$ cat src/rtl/spmc_pkg.sv
// spmc_pkg: register offsets, STATUS bit positions and bridge state encodings
package spmc_pkg;
    localparam int OFF_CTRL    = 0;
    localparam int OFF_STATUS  = 1;
    localparam int OFF_CMD     = 2;
    localparam int OFF_ID      = 3;
    localparam int OFF_CH_BASE = 4;
    localparam int ST_READY    = 0;
    localparam int ST_OVF      = 1;
    localparam int ST_ERR_BUSY = 2;
    localparam int ST_ERR_ADDR = 3;
    typedef enum logic [1:0] {
        S_IDLE    = 2'd0,
        S_LOADING = 2'd1,
        S_RUNNING = 2'd2
    } state_t;
endpackage

$ cat src/rtl/spmc_gran_ptr.sv
// spmc_gran_ptr: per-channel granule write pointer with range-checked load and wrapping increment
module spmc_gran_ptr #(
    parameter int DATA_W      = 18,
    parameter int GRAN_ADDR_W = 10,
    parameter int GRAN_DEPTH  = 576
) (
    input  logic                   clk_peri,
    input  logic                   reset,
    input  logic                   load,
    input  logic [DATA_W-1:0]      load_val,
    input  logic                   inc,
    output logic [GRAN_ADDR_W-1:0] ptr,
    output logic                   wrap,
    output logic                   addr_err
);
    assign wrap     = inc && ptr == GRAN_ADDR_W'(GRAN_DEPTH - 1);
    assign addr_err = load && load_val >= DATA_W'(GRAN_DEPTH);

    // out-of-range loads leave the pointer alone; increments wrap at the last entry
    always_ff @(posedge clk_peri) begin
        if (reset)
            ptr <= '0;
        else if (load && !addr_err)
            ptr <= load_val[GRAN_ADDR_W-1:0];
        else if (inc)
            ptr <= wrap ? '0 : ptr + GRAN_ADDR_W'(1);
    end
endmodule

$ cat src/rtl/spmc_reg_bridge.sv
// spmc_reg_bridge: peripheral register front end loading granule memories and starting the decode chain
module spmc_reg_bridge #(
    parameter logic [9:0] BASE_ADR    = 10'h000,
    parameter int         CHANNELS    = 2,
    parameter int         DATA_W      = 18,
    parameter int         GRAN_ADDR_W = 10,
    parameter int         GRAN_DEPTH  = 576
) (
    input  logic                            clk_peri,
    input  logic                            reset,
    input  logic [DATA_W-1:0]               do_peri,
    output logic [DATA_W-1:0]               di_peri,
    input  logic [9:0]                      addr_peri,
    input  logic                            access_peri,
    input  logic                            wr_peri,
    output logic [CHANNELS-1:0]             gran_we,
    output logic [CHANNELS*GRAN_ADDR_W-1:0] gran_addr,
    output logic [DATA_W-1:0]               gran_data,
    input  logic                            stage_ready,
    output logic                            stage_done,
    output logic                            irq
);
    import spmc_pkg::*;

    localparam int NREG = OFF_CH_BASE + 2 * CHANNELS;

    logic [9:0]             off;
    logic                   borrow, hit, wr, rd, running, cmd_wr, status_rd, busy_err, irq_en;
    logic [3:0]             flags, flag_set;
    logic [CHANNELS-1:0]    addr_wr, data_wr, data_acc, wrap, addr_err;
    logic [GRAN_ADDR_W-1:0] ptr [CHANNELS];
    state_t                 state;

    assign {borrow, off} = {1'b0, addr_peri} - {1'b0, BASE_ADR};
    assign hit       = access_peri && !borrow && off < 10'(NREG);
    assign wr        = hit && wr_peri;
    assign rd        = hit && !wr_peri;
    assign running   = state == S_RUNNING;
    assign cmd_wr    = wr && off == 10'(OFF_CMD);
    assign status_rd = rd && off == 10'(OFF_STATUS);
    assign busy_err  = running && (cmd_wr || |data_wr);
    assign data_acc  = running ? '0 : data_wr;
    assign irq       = irq_en && |flags;

    for (genvar c = 0; c < CHANNELS; c++) begin : g_ch
        assign addr_wr[c] = wr && off == 10'(OFF_CH_BASE + 2 * c);
        assign data_wr[c] = wr && off == 10'(OFF_CH_BASE + 2 * c + 1);
        spmc_gran_ptr #(
            .DATA_W     (DATA_W),
            .GRAN_ADDR_W(GRAN_ADDR_W),
            .GRAN_DEPTH (GRAN_DEPTH)
        ) u_ptr (
            .clk_peri(clk_peri),
            .reset   (reset),
            .load    (addr_wr[c]),
            .load_val(do_peri),
            .inc     (data_acc[c]),
            .ptr     (ptr[c]),
            .wrap    (wrap[c]),
            .addr_err(addr_err[c])
        );
    end

    // events that raise each sticky status flag this cycle
    always_comb begin
        flag_set              = '0;
        flag_set[ST_READY]    = stage_ready;
        flag_set[ST_OVF]      = |(data_acc & wrap);
        flag_set[ST_ERR_BUSY] = busy_err;
        flag_set[ST_ERR_ADDR] = |(addr_wr & addr_err);
    end

    // read mux: only a decoded read drives the bus, write-only offsets read zero
    always_comb begin
        di_peri = '0;
        if (rd) begin
            if (off == 10'(OFF_CTRL))   di_peri = DATA_W'(irq_en);
            if (off == 10'(OFF_STATUS)) di_peri = DATA_W'({state, flags});
            if (off == 10'(OFF_ID))     di_peri = DATA_W'(CHANNELS);
            for (int c = 0; c < CHANNELS; c++)
                if (off == 10'(OFF_CH_BASE + 2 * c)) di_peri = DATA_W'(ptr[c]);
        end
    end

    // control register and sticky flags; a same-cycle set survives the STATUS read clear
    always_ff @(posedge clk_peri) begin
        if (reset) begin
            irq_en <= 1'b0;
            flags  <= '0;
        end else begin
            if (wr && off == 10'(OFF_CTRL)) irq_en <= do_peri[0];
            flags <= flag_set | (status_rd ? 4'b0 : flags);
        end
    end

    // load/run state machine with registered granule write port and start pulse
    always_ff @(posedge clk_peri) begin
        if (reset) begin
            state      <= S_IDLE;
            stage_done <= 1'b0;
            gran_we    <= '0;
            gran_addr  <= '0;
            gran_data  <= '0;
        end else begin
            stage_done <= cmd_wr && !running;
            gran_we    <= data_acc;
            if (|data_acc) gran_data <= do_peri;
            for (int c = 0; c < CHANNELS; c++)
                if (data_acc[c]) gran_addr[c*GRAN_ADDR_W +: GRAN_ADDR_W] <= ptr[c];
            if (running) begin
                if (stage_ready) state <= S_IDLE;
            end else if (cmd_wr)
                state <= S_RUNNING;
            else if (|data_acc && state == S_IDLE)
                state <= S_LOADING;
        end
    end
endmodule

$ cat config.mk
export PLATFORM = sky130hd
export DESIGN_NAME = spmc_reg_bridge
export DESIGN_NICKNAME = d
export VERILOG_FILES = /design/src/rtl/spmc_pkg.sv /design/src/rtl/spmc_gran_ptr.sv /design/src/rtl/spmc_reg_bridge.sv
export SDC_FILE = /design/constraint.sdc
export NUM_CORES = 1
export LEC_CHECK = 0
export CORE_MARGIN = 5
export CORE_UTILIZATION = 25
export CTS_CLUSTER_SIZE = 30
export DETAILED_ROUTE_END_ITERATION = 6
export SLEW_MARGIN = 10
export SYNTH_ARGS = -nofsm -noshare
export SYNTH_HDL_FRONTEND = slang
export SYNTH_SLANG_ARGS = --single-unit
$ cat constraint.sdc
create_clock -name clk_peri -period 2.4 [get_ports clk_peri]
set_input_delay 0.48 -clock clk_peri [delete_from_list [all_inputs] [get_ports clk_peri]]
set_output_delay 0.48 -clock clk_peri [all_outputs]
set_load 0.02 [all_outputs]
==> summary.md, run 1 <==
| Metric | Value |
|---|---|
| Int Pwr | `0.00207 W` |
| Max VDD drop | `between 0.3 and 0.4 mV` |
| Synth warn | `0` |
| Global-route wire length before repair | `19000 microns` |
| Via/cell ratio | `~4.9` |
| Vias in the first global route | `approximately 3700` |
| Initial antenna violation count | `0` |
| Post-synthesis xor/xnor area fraction | `between 2 and 2.5%` |
| CTS tree | `done` |
| Finished Layout Cells | `~760` |
| Avg Inst Size Synth | `7.70 sq um` |
| Post-DP HPWL | `9340 microns` |
| Mapped Cells | `around 440` |
| Endpoints failing hold | `0` |
| Flop pwr share | `42.9%` |
| Synthesized area | `approximately 3400 sq um` |
| Antenna cells | `0` |
| Worst-Margin Slew | `about 560 ps` |
| Post-Synth Simple-Gate Area | `approximately a third` |
| Sw Ratio | `a little over a fifth` |
| Fin. max-slew vios | `0` |
| Clk pwr share | `50.1%` |
| WHS | `about 450 ps` |
| Static leakage | `1.88 nW` |
| Setup crit end kind | `output port` |
| DRT iter0 DRCs | `~350` |
| Final period util | `104%` |
| RSZ-0062 raised after global routing | `yes` |
| Setup WS pre-CTS | `-1030 ps` |
| Multiplexer area fraction after synthesis | `1.18%` |
| Row cnt | `42` |
| Final antenna-violating net count | `0` |
| Clk_lat worst skew | `330 ps` |
| Core footprint | `~13000 sq um` |
| Clock Tree Root | `clkbuf_16` |
| Register bit total from synthesis | `68` |
| Crit-path max FO | `6` |
| Status | `finished, violations left` |
| H-tree levels | `3` |
| Share of layout cells above drive strength 1 | `approximately 22%` |
| Global placement routability congestion | `0.906` |
| Port buffer count | `84` |
| CTS Buf Count | `9` |
| # clock sinks | `between 60 and 70` |
| Setup ws final | `-85.6 ps` |
| Die height | `around 130 microns` |
| Violated checks | `negative setup slack` |
| Largest net degree at the start of global routing | `29` |
| Worst Hold Class | `reg -> reg` |
| Total gr overflow | `0` |
| Max Cap Viol | `0` |
| # fillers | `1346` |
| Count of cell types in the netlist | `49` |
| Placed Cells | `730` |
| DR WL/cell | `16.2 microns` |
| Final nets | `611` |
| Power Density | `502 nW/um^2` |
| Post-synthesis sequential area ratio | `between 40% and 50%` |
| Area grow syn2layout | `55.7%` |
| Main combinational cell family by area after synthesis | `simple AND/OR/NAND/NOR gates` |
| Crit path DAT | `2010 ps` |
| CTS clk-pin slew, worst paths | `50 ps` |
| Drt pass-1 iters | `5` |
| Final setup vio count | `10` |
| P_sw | `~0.00057 W` |
| Gate power share | `between 7 and 8%` |
| Min cycle time layout | `2490 ps` |
| Die area | `about 16000 sq um` |
| Clock tree buffer depth | `2` |
| Fmax | `402 MHz` |
| Hold_buf cts | `0` |
| Post-synthesis adder-cell area fraction | `less than 1%` |
| Die width | `126 microns` |
| Residual DRC | `0` |
| Starting Density | `25.5%` |
| Number of top-level pins | `93` |
| Worst path required time | `about 1900 ps` |
| Via count | `3724` |
| WL final | `12200 microns` |
| Skew final | `5.67 ps` |
| Fin Setup TNS | `-616 ps` |
| Crit start category | `primary input` |
| Rel. slew slack | `62.4%` |
| Setup CP Type | `in -> out` |
| Gr usage total | `14.9%` |
| Compound-cell area share of the yosys netlist | `between 15 and 20%` |
timing repair:
item | 4_1_cts | 5_1_grt
pin swaps | 16 | 21
gates resized for setup | 93 | 15
endpoints found under the setup margin | 11 | 10
setup buffers | 3 | 8
flip-flops by register name, indices dropped and copies added, names as in the netlist:
register / count
state: 2
stage_done: 1
gran_we: 2
gran_data: 18
g_ch.u_ptr.ptr: 20
gran_addr: 20
flags: 4
irq_en: 1
worst paths after layout:
path | slack, ps | cells after the start | endpoint | startpoint
worst max-delay path | -90 | 8 | di_peri[5] | addr_peri[5]
worst min-delay path | 450 | 2 | gran_addr[16] | gran_addr[16]
worst max register to register | 440 | 8 | g_ch[0].u_ptr.ptr[9] | g_ch[0].u_ptr.ptr[0]
worst min register to register | 450 | 2 | gran_addr[16] | gran_addr[16]
power groups by stage:
stage / Combinational, W / Sequential, W / Clock, W
finish: 0.000187 / 0.00113 / 0.00132
global route: 0.000198 / 0.00113 / 0.00140
CTS: 0.000175 / 0.00113 / 0.00135
detailed placement: 0.000172 / 0.00116 / 0
global placement: 0.000171 / 0.00116 / 0
floorplan: 0.0000677 / 0.00116 / 0
critical path, stage by stage:
cell	delay, ps
buf_6	90
or4_4	560
nor3_4	210
and2_4	190
buf_6	110
a222oi_1	100
nor2_2	140
buf_6	120
cell families after synthesis:
family | after synthesis
simple gates | 222
compound gates | 95
flops | 68
buf+inv | 38
xor+xnor | 9
mux | 4
fa+ha+maj | 2
other cells | 1
layout by cell type (no fill, tap or decap), types with 6 or more instances in the layout:
cell	n
and3_1	8
a31oi_1	8
nor3_1	9
nor2_1	28
nand2_1	98
nand4_1	9
nand3_1	16
nor4_1	6
buf_4	57
clkbuf_16	9
dfxtp_1	68
nor2_2	9
clkdlybuf4s50_1	64
a211oi_1	9
conb_1	8
buf_6	20
o21ai_0	7
a21oi_1	47
final cells by class:
cell class                 count  area, sq um  share of cell area (%)
timing repair buffer         152         1410                    26.9
sequential                    68         1360                    25.9
clock buffer                  12          256                    4.87
tap                          176          220                    4.18
inverter                       5         18.8                   0.356
clock inverter                 2         35.0                   0.665
multi-input combinational    340         1960                    37.2
layer usage:
| metal | vias up | track usage, % | share of wire, % |
|---|---|---|---|
| li1 | 1817 | - | - |
| met1 | 1741 | 18.7 | 43 |
| met2 | 141 | 24.3 | 47 |
| met3 | 25 | 3.66 | 6.8 |
| met4 | 0 | 6.94 | 3.0 |
| met5 | - | 0 | 0 |
cell usage after synthesis (all sizes together):
cell / instances / area share [%]
nand2: 98 / 11
dfxtp: 68 / 40
a21oi: 48 / 7.1
nor2: 37 / 4.1
clkbuf: 20 / 2.2
nand3: 17 / 2.5
buf: 13 / 2.8
nor3: 13 / 2.4
nand4: 10 / 2.0
a211oi: 9 / 2.0
nor4: 9 / 2.6
a31oi: 8 / 1.5
and3: 8 / 1.5
o21ai: 7 / 1.0
a22oi: 6 / 1.3
and2: 6 / 1.1
a222oi: 5 / 1.5
inv: 5 / 0.56
nor2b: 5 / 0.93
xor2: 5 / 1.3
and4: 4 / 1.0
mux2i: 4 / 1.2
nand2b: 4 / 0.74
xnor2: 4 / 1.0
or4: 3 / 0.78
a211o: 2 / 0.52
a41oi: 2 / 0.52
ha: 2 / 0.74
nand3b: 2 / 0.44
o21bai: 2 / 0.44
a221oi: 1 / 0.26
a32oi: 1 / 0.26
conb: 1 / 0.11
nand4b: 1 / 0.26
nor3b: 1 / 0.22
nor4b: 1 / 0.26
o21a: 1 / 0.22
o2bb2ai: 1 / 0.26
o31ai: 1 / 0.22
o41a: 1 / 0.33
or2: 1 / 0.19
or3: 1 / 0.19
or3b: 1 / 0.26
per-stage QoR:
step           total power (W)  util, %  area [sq um]
6_report               0.00264     39.8          5270
5_1_grt                0.00273     39.8          5270
4_1_cts                0.00266     39.0          5170
3_5_place_dp           0.00133     36.2          4800
3_3_place_gp           0.00133     36.2          4800
2_1_floorplan          0.00122        -          3450
(Power assumes the default switching activity.)
==> inputs of run 2 (changes only) <==
Settings changed: CORE_MARGIN 5 to unset, CTS_CLUSTER_SIZE 30 to 25.
==> run 2 against run 1 <==
Effect of this change: the run still ends with negative setup slack left; cell area down 1.3%; clock power decreased by 13%; die area shrank 12%; sequential cell count unchanged; global-route usage is 1.6 points higher; sequential share of layout area up 0.34 points; setup slack improved by 73 ps; wire length down 7.5%; maximum frequency is 3.0% higher; utilization shrank 0.36 points; sequential power hardly changed; register-to-register slack improved by 30 ps.
==> summary.md, run 2 (synthesis results as in run 1) <==
| Metric | Value |
|---|---|
| CTS clk-pin slew, worst paths | `50 ps` |
| CTS Buf Count | `9` |
| Clock Tree Root | `clkbuf_16` |
| Rel. slew slack | `between 60 and 70%` |
| Placed Cells | `~730` |
| Area grow syn2layout | `53.7%` |
| Worst Hold Class | `reg -> reg` |
| # clock sinks | `68` |
| Max Cap Viol | `0` |
| Total gr overflow | `0` |
| Final setup vio count | `6` |
| Die area | `14000 sq um` |
| RSZ-0062 raised after global routing | `yes` |
| Worst path required time | `1920 ps` |
| Worst Min Path Start | `gran_addr[15]` |
| Crit path DAT | `1930 ps` |
| Reg-to-Reg Start | `g_ch[1].u_ptr.ptr[3]` |
| Most frequent cells in the layout | `nand2_1 (98), dfxtp_1 (68), clkdlybuf4s50_1 (63)` |
| # fillers | `roughly 1300` |
| Setup crit end kind | `output port` |
| Max VDD drop | `between 0.3 and 0.4 mV` |
| Post-DP HPWL | `around 8700 microns` |
| Via/cell ratio | `between 4 and 5` |
| Biggest regs | `g_ch.u_ptr.ptr (20), gran_addr (20), gran_data (18)` |
| Commonest non-fill, non-tap cell in the layout | `nand2_1` |
| Via count | `3685` |
| Crit-path slowest cell | `or4_4` |
| Power Density | `475 nW/um^2` |
| Clock tree buffer depth | `2` |
| Setup ws final | `-12.8 ps` |
| Residual DRC | `0` |
| Number of top-level pins | `93` |
| Critical path origin | `addr_peri[5]` |
| Global-route wire length before repair | `18100 microns` |
| Row cnt | `42` |
| Worst r2r path cells | `6` |
| Fin Setup TNS | `-35.9 ps` |
| Die width | `118 microns` |
| Hold_buf cts | `0` |
| Gr usage total | `around 17%` |
| Setup CP Type | `in -> out` |
| Violated checks | `negative setup slack` |
| H-tree levels | `3` |
| Multi-input gate area | `1940 sq um` |
| Drt pass-1 iters | `5` |
| Final nets | `610` |
| Port buffer count | `84` |
| Endpoints failing hold | `0` |
| Initial antenna violation count | `0` |
| Crit-path max FO | `5` |
| Setup WS pre-CTS | `-1010 ps` |
| Min cycle time layout | `2410 ps` |
| WL final | `11300 microns` |
| DRT iter0 DRCs | `267` |
| Finished Layout Cells | `around 760` |
| Worst path most repeated cell | `buf_6` |
| DR WL/cell | `15.0 microns` |
| Die height | `~120 microns` |
| Worst hold endpoint | `gran_addr[15]` |
| Area occupied by registers | `1360 sq um` |
| Final period util | `101%` |
| Fmax | `414 MHz` |
| Core footprint | `13200 sq um` |
| RR Endpoint | `g_ch[1].u_ptr.ptr[7]` |
| Global placement routability congestion | `around 0.9` |
| CTS tree | `done` |
| Skew final | `4.62 ps` |
| Crit start category | `primary input` |
| Antenna cells | `0` |
| Static leakage | `1.85 nW` |
| Hold path depth | `2` |
| R2r setup slk | `about 470 ps` |
| Critical path cell sequence | `buf_6, or4_4, buf_6, nor4_4, buf_4, a222oi_1, nor2_2, buf_6` |
| Clk_lat worst skew | `roughly 330 ps` |
| Fin. max-slew vios | `0` |
| Max incr delay on CP | `around 560 ps` |
| Largest net degree at the start of global routing | `29` |
| Starting Density | `25.6%` |
| Worst-Margin Slew | `539 ps` |
| Vias in the first global route | `approximately 3500` |
| Share of layout cells above drive strength 1 | `21.1%` |
| Final antenna-violating net count | `0` |
| Status | `finished, violations left` |
run 2: layout make-up:
type | instances | area share, %
clock buffer | 12 | 4.55
clock inverter | 3 | 0.289
inverter | 5 | 0.361
multi-input combinational | 340 | 37.4
sequential | 68 | 26.2
tap | 176 | 4.24
timing repair buffer | 151 | 27.0
run 2: what timing repair did:
item,in CTS,in global routing
hold endpoints to repair,0,0
buffers inserted,7,6
setup endpoints to repair,10,10
gates resized for setup,85,19
pin swaps,12,8
run 2: how the worst max path moves through the flow:
stage | endpoint | slack, ps
final | di_peri[2] | -10
after global routing | di_peri[0] | -90
after CTS | di_peri[2] | -120
after detailed placement | di_peri[3] | -1010
after global placement | di_peri[3] | -1010
after floorplan | di_peri[3] | 30
run 2: through the flow:
stage / util, % / power, W / instance area (sq um) / hold slack, ps
global placement: 36.2 / 0.00132 / 4780 / 437
detailed placement: 36.2 / 0.00133 / 4780 / 444
finish: 39.4 / 0.00247 / 5200 / 446
global route: 39.4 / 0.00256 / 5200 / 463
CTS: 38.8 / 0.00249 / 5110 / 451
floorplan: - / 0.00122 / 3450 / 445
run 2: routing by layer:
layer	vias up	wire length, microns	GRT usage [%]	share of wire [%]
met5	-	0	0	0
met3	28	770	4.20	6.8
li1	1818	-	-	-
met1	1698	4900	20.8	43
met2	141	5280	26.4	47
met4	0	352	8.09	3.1
run 2: critical path: cells and delay by family:
family | cells | cell delay, ps
AO/OA/AOI/OAI | 1 | 70
AND/OR/NAND/NOR | 3 | 830
buffers and inverters | 4 | 530
run 2: power by group:
part / internal, W / switching [W]
registers: 0.00113 / 0.00000102
logic: 0.0000934 / 0.0000946
clock network: 0.000688 / 0.000460
total: 0.00191 / 0.000556
==> inputs of run 3 (changes only) <==
Settings changed: HOLD_SLACK_MARGIN set to 0.12.
==> results of run 3 <==
The final DEF is identical to that of run 2; final timing and power are the same.
==> variant 1 (settings of run 3) <==
`GRAN_ADDR_W` is set to 10 in 2 places; all go to 12.
--- a/src/rtl/spmc_gran_ptr.sv
+++ b/src/rtl/spmc_gran_ptr.sv
@@ -2,5 +2,5 @@
 module spmc_gran_ptr #(
     parameter int DATA_W      = 18,
-    parameter int GRAN_ADDR_W = 10,
+    parameter int GRAN_ADDR_W = 12,
     parameter int GRAN_DEPTH  = 576
 ) (
--- a/src/rtl/spmc_reg_bridge.sv
+++ b/src/rtl/spmc_reg_bridge.sv
@@ -4,5 +4,5 @@
     parameter int         CHANNELS    = 2,
     parameter int         DATA_W      = 18,
-    parameter int         GRAN_ADDR_W = 10,
+    parameter int         GRAN_ADDR_W = 12,
     parameter int         GRAN_DEPTH  = 576
 ) (
Interface: changed (resized gran_addr); port bits go from 93 to 97. The function was not compared with the original's and may differ.
==> variant 1 against run 3 <==
Worst hold slack about the same. Non-clock buffer count up 10. Die area up 9.3%. Final area up 8.9%. Largest power group unchanged. Sequential cell count up 8. Critical path depth down 2. Critical path type is now primary input to register. Power up 13%. Synthesized area up 9.4%. Via count up 12%. Highest routed layer unchanged. Wire length up 19%. Worst setup slack better by 68 ps. Count of clock-buffer cells in the layout up 1. Sequential share of layout area up 0.70 points.
==> variant 1: results (changes against run 3) <==
stage	metric	value	unit	change
worst_hold_path	holdPathEnd	gran_data[3]		
worst_setup_path	reg2reg_from	g_ch[0].u_ptr.ptr[0]		
layout	nonClkBufAreaFrac	0.2524		-0.01731
outcome	status	finished clean		
layout	multi_input_area_share	0.3853		+0.01137
cts	cts_root_buf	clkbuf_16		
cts	clock_latency	350	ps	+20 ps
global_route	grt_max_degree	31		+6.9%
global_route	grt_pass1_vias	3901		+11%
worst_hold_path	hp-class	register to register		
placement	placed_cell_area	0.005226	mm^2	+9.4%
layout	buffers	161		+6.6%
timing	clock_skew	9.470	ps	+4.846 ps
layout	multi_input_area	0.002180	mm^2	+12%
layout	fin_cells	805		+6.6%
placement	placed_cells	784		+7.8%
timing	fin_ws	55.58	ps	+68.38 ps
placement	dp_hpwl	9956	um	+15%
worst_setup_path	reg2reg_to	g_ch[0].u_ptr.ptr[5]		
worst_setup_path	rrSetupSlack	370	ps	-100 ps
placement	pre_cts_slack	-768.5	ps	+241.6 ps
global_route	grt_pass1_wl	20610	um	+14%
placement	gp_congestion	0.8928		-1.0%
worst_setup_path	crit_arrival	2620	ps	+690 ps
layout	clk_share	0.05132		+0.002917
detailed_routing	wl_per_cell	16.69	um	+11%
layout	fin_nets	651		+6.7%
pwr	ir_drop	0.2808	mV	-8.7%
detailed_routing	num_vias	4132		+12%
synth	ys_types	48		-2.0%
floorplanning	tap-cell-count	184		+4.5%
layout	reg_top3	g_ch.u_ptr.ptr (24), gran_addr (24), gran_data (18)		
worst_setup_path	crit_fanout	4		-1
layout	fillers	1468		+12%
worst_setup_path	endpoint	g_ch[0].u_ptr.ptr[10]		
layout	multi_input_cells	366		+7.6%
layout	regArea	0.001521	mm^2	+12%
layout	drive_gt1_frac	0.2287		+0.01796
worst_hold_path	hp-start	gran_data[3]		
synth	ys_seq_area_frac	0.4112		+0.008563
detailed_routing	dr.first_iter.drc_count	295		+10%
worst_setup_path	critPathMaxStageDelay	580	ps	+20 ps
synth	synth.cells.most_frequent	nand2_1, dfxtp_1, a21oi_1		
global_route	grt.total_usage	0.1806		+0.01498
worst_setup_path	startpoint	addr_peri[3]		
synth	synthTopCellsByArea	dfxtp_1, nand2_1, a21oi_1, nor2_1, clkbuf_1		
cts	clock-sinks	76		+12%
timing	whs	446.8	ps	+0.3670 ps
pwr	p_leak	0.001898	uW	+2.5%
detailed_routing	drt_first_pass_iters	7		+2
variant 1: changes by cell type in the layout (fill, tap and decap cells not counted), moves of 5 or more:
cell / change
and3_1: -5
a211oi_1: -5
nor2_1: -13
buf_4: +11
a21oi_1: +9
o211ai_1: +5
buf_6: -7
o2bb2ai_1: +5
nor2_2: -6
nor2_4: +14
dfxtp_1: +8
variant 1: layer usage:
| layer | vias to the layer above | GRT usage | share of wire |
|---|---|---|---|
| met3 | 31 | 0.04533 | 0.064 |
| met1 | 1948 | 0.2277 | 0.44 |
| li1 | 1993 | - | - |
| met2 | 160 | 0.2927 | 0.47 |
| met4 | 0 | 0.07380 | 0.026 |
| met5 | - | 0 | 0 |
variant 1: logic make-up (layout without fill, tap and decap cells):
logic type | count (synthesis) | count (layout) | synth area share
xor gates and xnor gates | 12 | 12 | 0.02841
and+or+nand+nor | 235 | 235 | 0.3111
adders and majority gates | 2 | 2 | 0.006763
buffers and inverters | 41 | 179 | 0.05005
AOI/OAI and AO/OA | 109 | 109 | 0.1860
DFF | 76 | 76 | 0.4112
muxes | 2 | 2 | 0.005411
other | 1 | 6 | 0.001014
variant 1: worst reg2reg max path, delay by kind of cell, from the launching register on:
family | cells | cell delay (ps)
fa+ha+maj | 1 | 270
simple gates | 3 | 790
compound gates | 2 | 500
flops | 1 | 370
variant 1: power groups by stage:
stage          clock network [uW]  registers [uW]  logic [uW]
6_report                     1340            1260         192
5_1_grt                      1420            1260         203
4_1_cts                      1360            1260         186
3_5_place_dp                    0            1290         184
3_3_place_gp                    0            1290         181
2_1_floorplan                   0            1290        67.3
variant 1: what timing repair did:
item                       in CTS  in global routing
buffers inserted                3                  1
cloned                          1                  0
pin swaps                      15                  5
gates resized for setup       113                 15
setup endpoints to repair      51                 15
==> variant 2 (settings of run 3) <==
Without the edit above. Reset style: asynchronous (`reset`), changed in 3 clocked blocks.
--- a/src/rtl/spmc_gran_ptr.sv
+++ b/src/rtl/spmc_gran_ptr.sv
@@ -18,5 +18,5 @@
 
     // out-of-range loads leave the pointer alone; increments wrap at the last entry
-    always_ff @(posedge clk_peri) begin
+    always_ff @(posedge clk_peri or posedge reset) begin
         if (reset)
             ptr <= '0;
--- a/src/rtl/spmc_reg_bridge.sv
+++ b/src/rtl/spmc_reg_bridge.sv
@@ -84,5 +84,5 @@
 
     // control register and sticky flags; a same-cycle set survives the STATUS read clear
-    always_ff @(posedge clk_peri) begin
+    always_ff @(posedge clk_peri or posedge reset) begin
         if (reset) begin
             irq_en <= 1'b0;
@@ -95,5 +95,5 @@
 
     // load/run state machine with registered granule write port and start pulse
-    always_ff @(posedge clk_peri) begin
+    always_ff @(posedge clk_peri or posedge reset) begin
         if (reset) begin
             state      <= S_IDLE;
Function: differs if reset is asserted again (counterexample within 4 cycles, from zero or initial values and one cycle with reset high); with reset held inactive, the same outputs for 4 cycles.
==> variant 2 against run 3 <==
The run still ends with negative setup slack left. Sequential cell count stayed put. Synthesized area is 5.5% higher. Utilization is 0.28 points higher. Count of clock-buffer cells in the layout stayed put. Final area is 6.0% higher. Wire length is 2.6% lower. Power is 16% higher. Worst setup slack worse by 80 ps. Critical path type unchanged. Largest power group unchanged. Highest routed layer unchanged.
==> variant 2: results (changes against run 3) <==
stage	metric	value	unit	change
synth	synth.cells.most_frequent	nand2_1, dfrtp_1, nor2_1		
worst_setup_path	reg2reg_from	g_ch[0].u_ptr.ptr[0]		
synth	async_flop_share	1.000		+1.000
worst_setup_path	crit_fanout	3		-2
timing	whs	462.2	ps	+15.75 ps
outcome	status	finished with violations		
layout	fillers	1422		+8.5%
placement	pre_cts_slack	-880.0	ps	+130.0 ps
layout	area_growth	54.46	%	
global_route	grt.total_usage	0.1554		-0.01018
timing	fin_ws	-92.56	ps	-79.76 ps
pwr	p_leak	0.002493	uW	+35%
timing	setup_viol_count_final	3		-3
synth	ys_seq_area_frac	0.4772		+0.07453
detailed_routing	wl_per_cell	15.40	um	+2.9%
outcome	violations	negative setup slack		
placement	dp_hpwl	8575	um	-0.95%
timing	tns	-166.4	ps	-130.5 ps
detailed_routing	dr.first_iter.drc_count	208		-22%
detailed_routing	vias_per_cell	4.857		-0.48%
worst_hold_path	hp-class	primary input to async pin		
worst_setup_path	reg2reg_to	g_ch[0].u_ptr.ptr[0]		
global_route	grt_pass1_wl	17480	um	-3.4%
synth	synthTopCellsByArea	dfrtp_1, nand2_1, mux2_2, nor2_1, nand3_1		
synth	synth_ff_type	dfrtp_1		
placement	gp_congestion	0.8686		-3.7%
timing	clock_skew	7.003	ps	+2.378 ps
pwr	ir_drop	0.2447	mV	-20%
global_route	grt_pass1_vias	3426		-2.3%
synth	avgSynthCellArea	9.238	um^2	+20%
global_route	grt_max_degree	35		+21%
layout	fin_nets	565		-7.4%
worst_setup_path	crit_arrival	2010	ps	+80 ps
## variant 2: changes by cell type after synthesis, moves of 5 or more
cell      delta
mux2_2      +24
nand2_1     -14
a222oi_1     -5
xor2_1       -5
a211oi_1     -8
a21oi_1     -36
or4_1        +5
dfrtp_1     +68
clkbuf_1     -7
dfxtp_1     -68
## variant 2: repair_timing
action | 4_1_cts | 5_1_grt
pin swaps | 7 | 12
buffers inserted | 3 | 2
gates resized for setup | 74 | 28
setup endpoints to repair | 31 | 15
## variant 2: layout make-up
class	count	area share
clock buffer	12	0.04294
clock inverter	4	0.01772
inverter	4	0.002726
multi-input combinational	297	0.3412
sequential	68	0.3090
tap	180	0.04089
timing repair buffer	150	0.2456
## variant 2: per-layer routing
layer | vias to the layer above | wire length, um | track usage
met5 | - | 0 | 0
met4 | 0 | 165 | 0.04552
met3 | 15 | 660 | 0.03665
met2 | 117 | 5239 | 0.2436
met1 | 1683 | 4949 | 0.2114
li1 | 1658 | - | -
## variant 2: cells by family after synthesis
| family | after synthesis | synth area share |
|---|---|---|
| and+or+nand+nor | 198 | 0.2656 |
| muxes | 30 | 0.09263 |
| AOI/OAI and AO/OA | 55 | 0.1081 |
| other | 1 | 0.001052 |
| xor gates and xnor gates | 4 | 0.009824 |
| adders and majority gates | 2 | 0.007016 |
| buffers and inverters | 28 | 0.03860 |
| DFF | 68 | 0.4772 |
## variant 2: power breakdown
group	internal [uW]	leakage, uW	switching [uW]	total [uW]
Clock	1020	0.000157	479	1490
Combinational	103	0.00139	106	209
Sequential	1150	0.000944	5.03	1160
Total	2270	0.00249	590	2860
## variant 2: critical path, cell delays in order
cell	delay (ps)
buf_8	90
or4_4	530
or4_4	580
nor2_4	110
nor4_2	50
buf_4	170
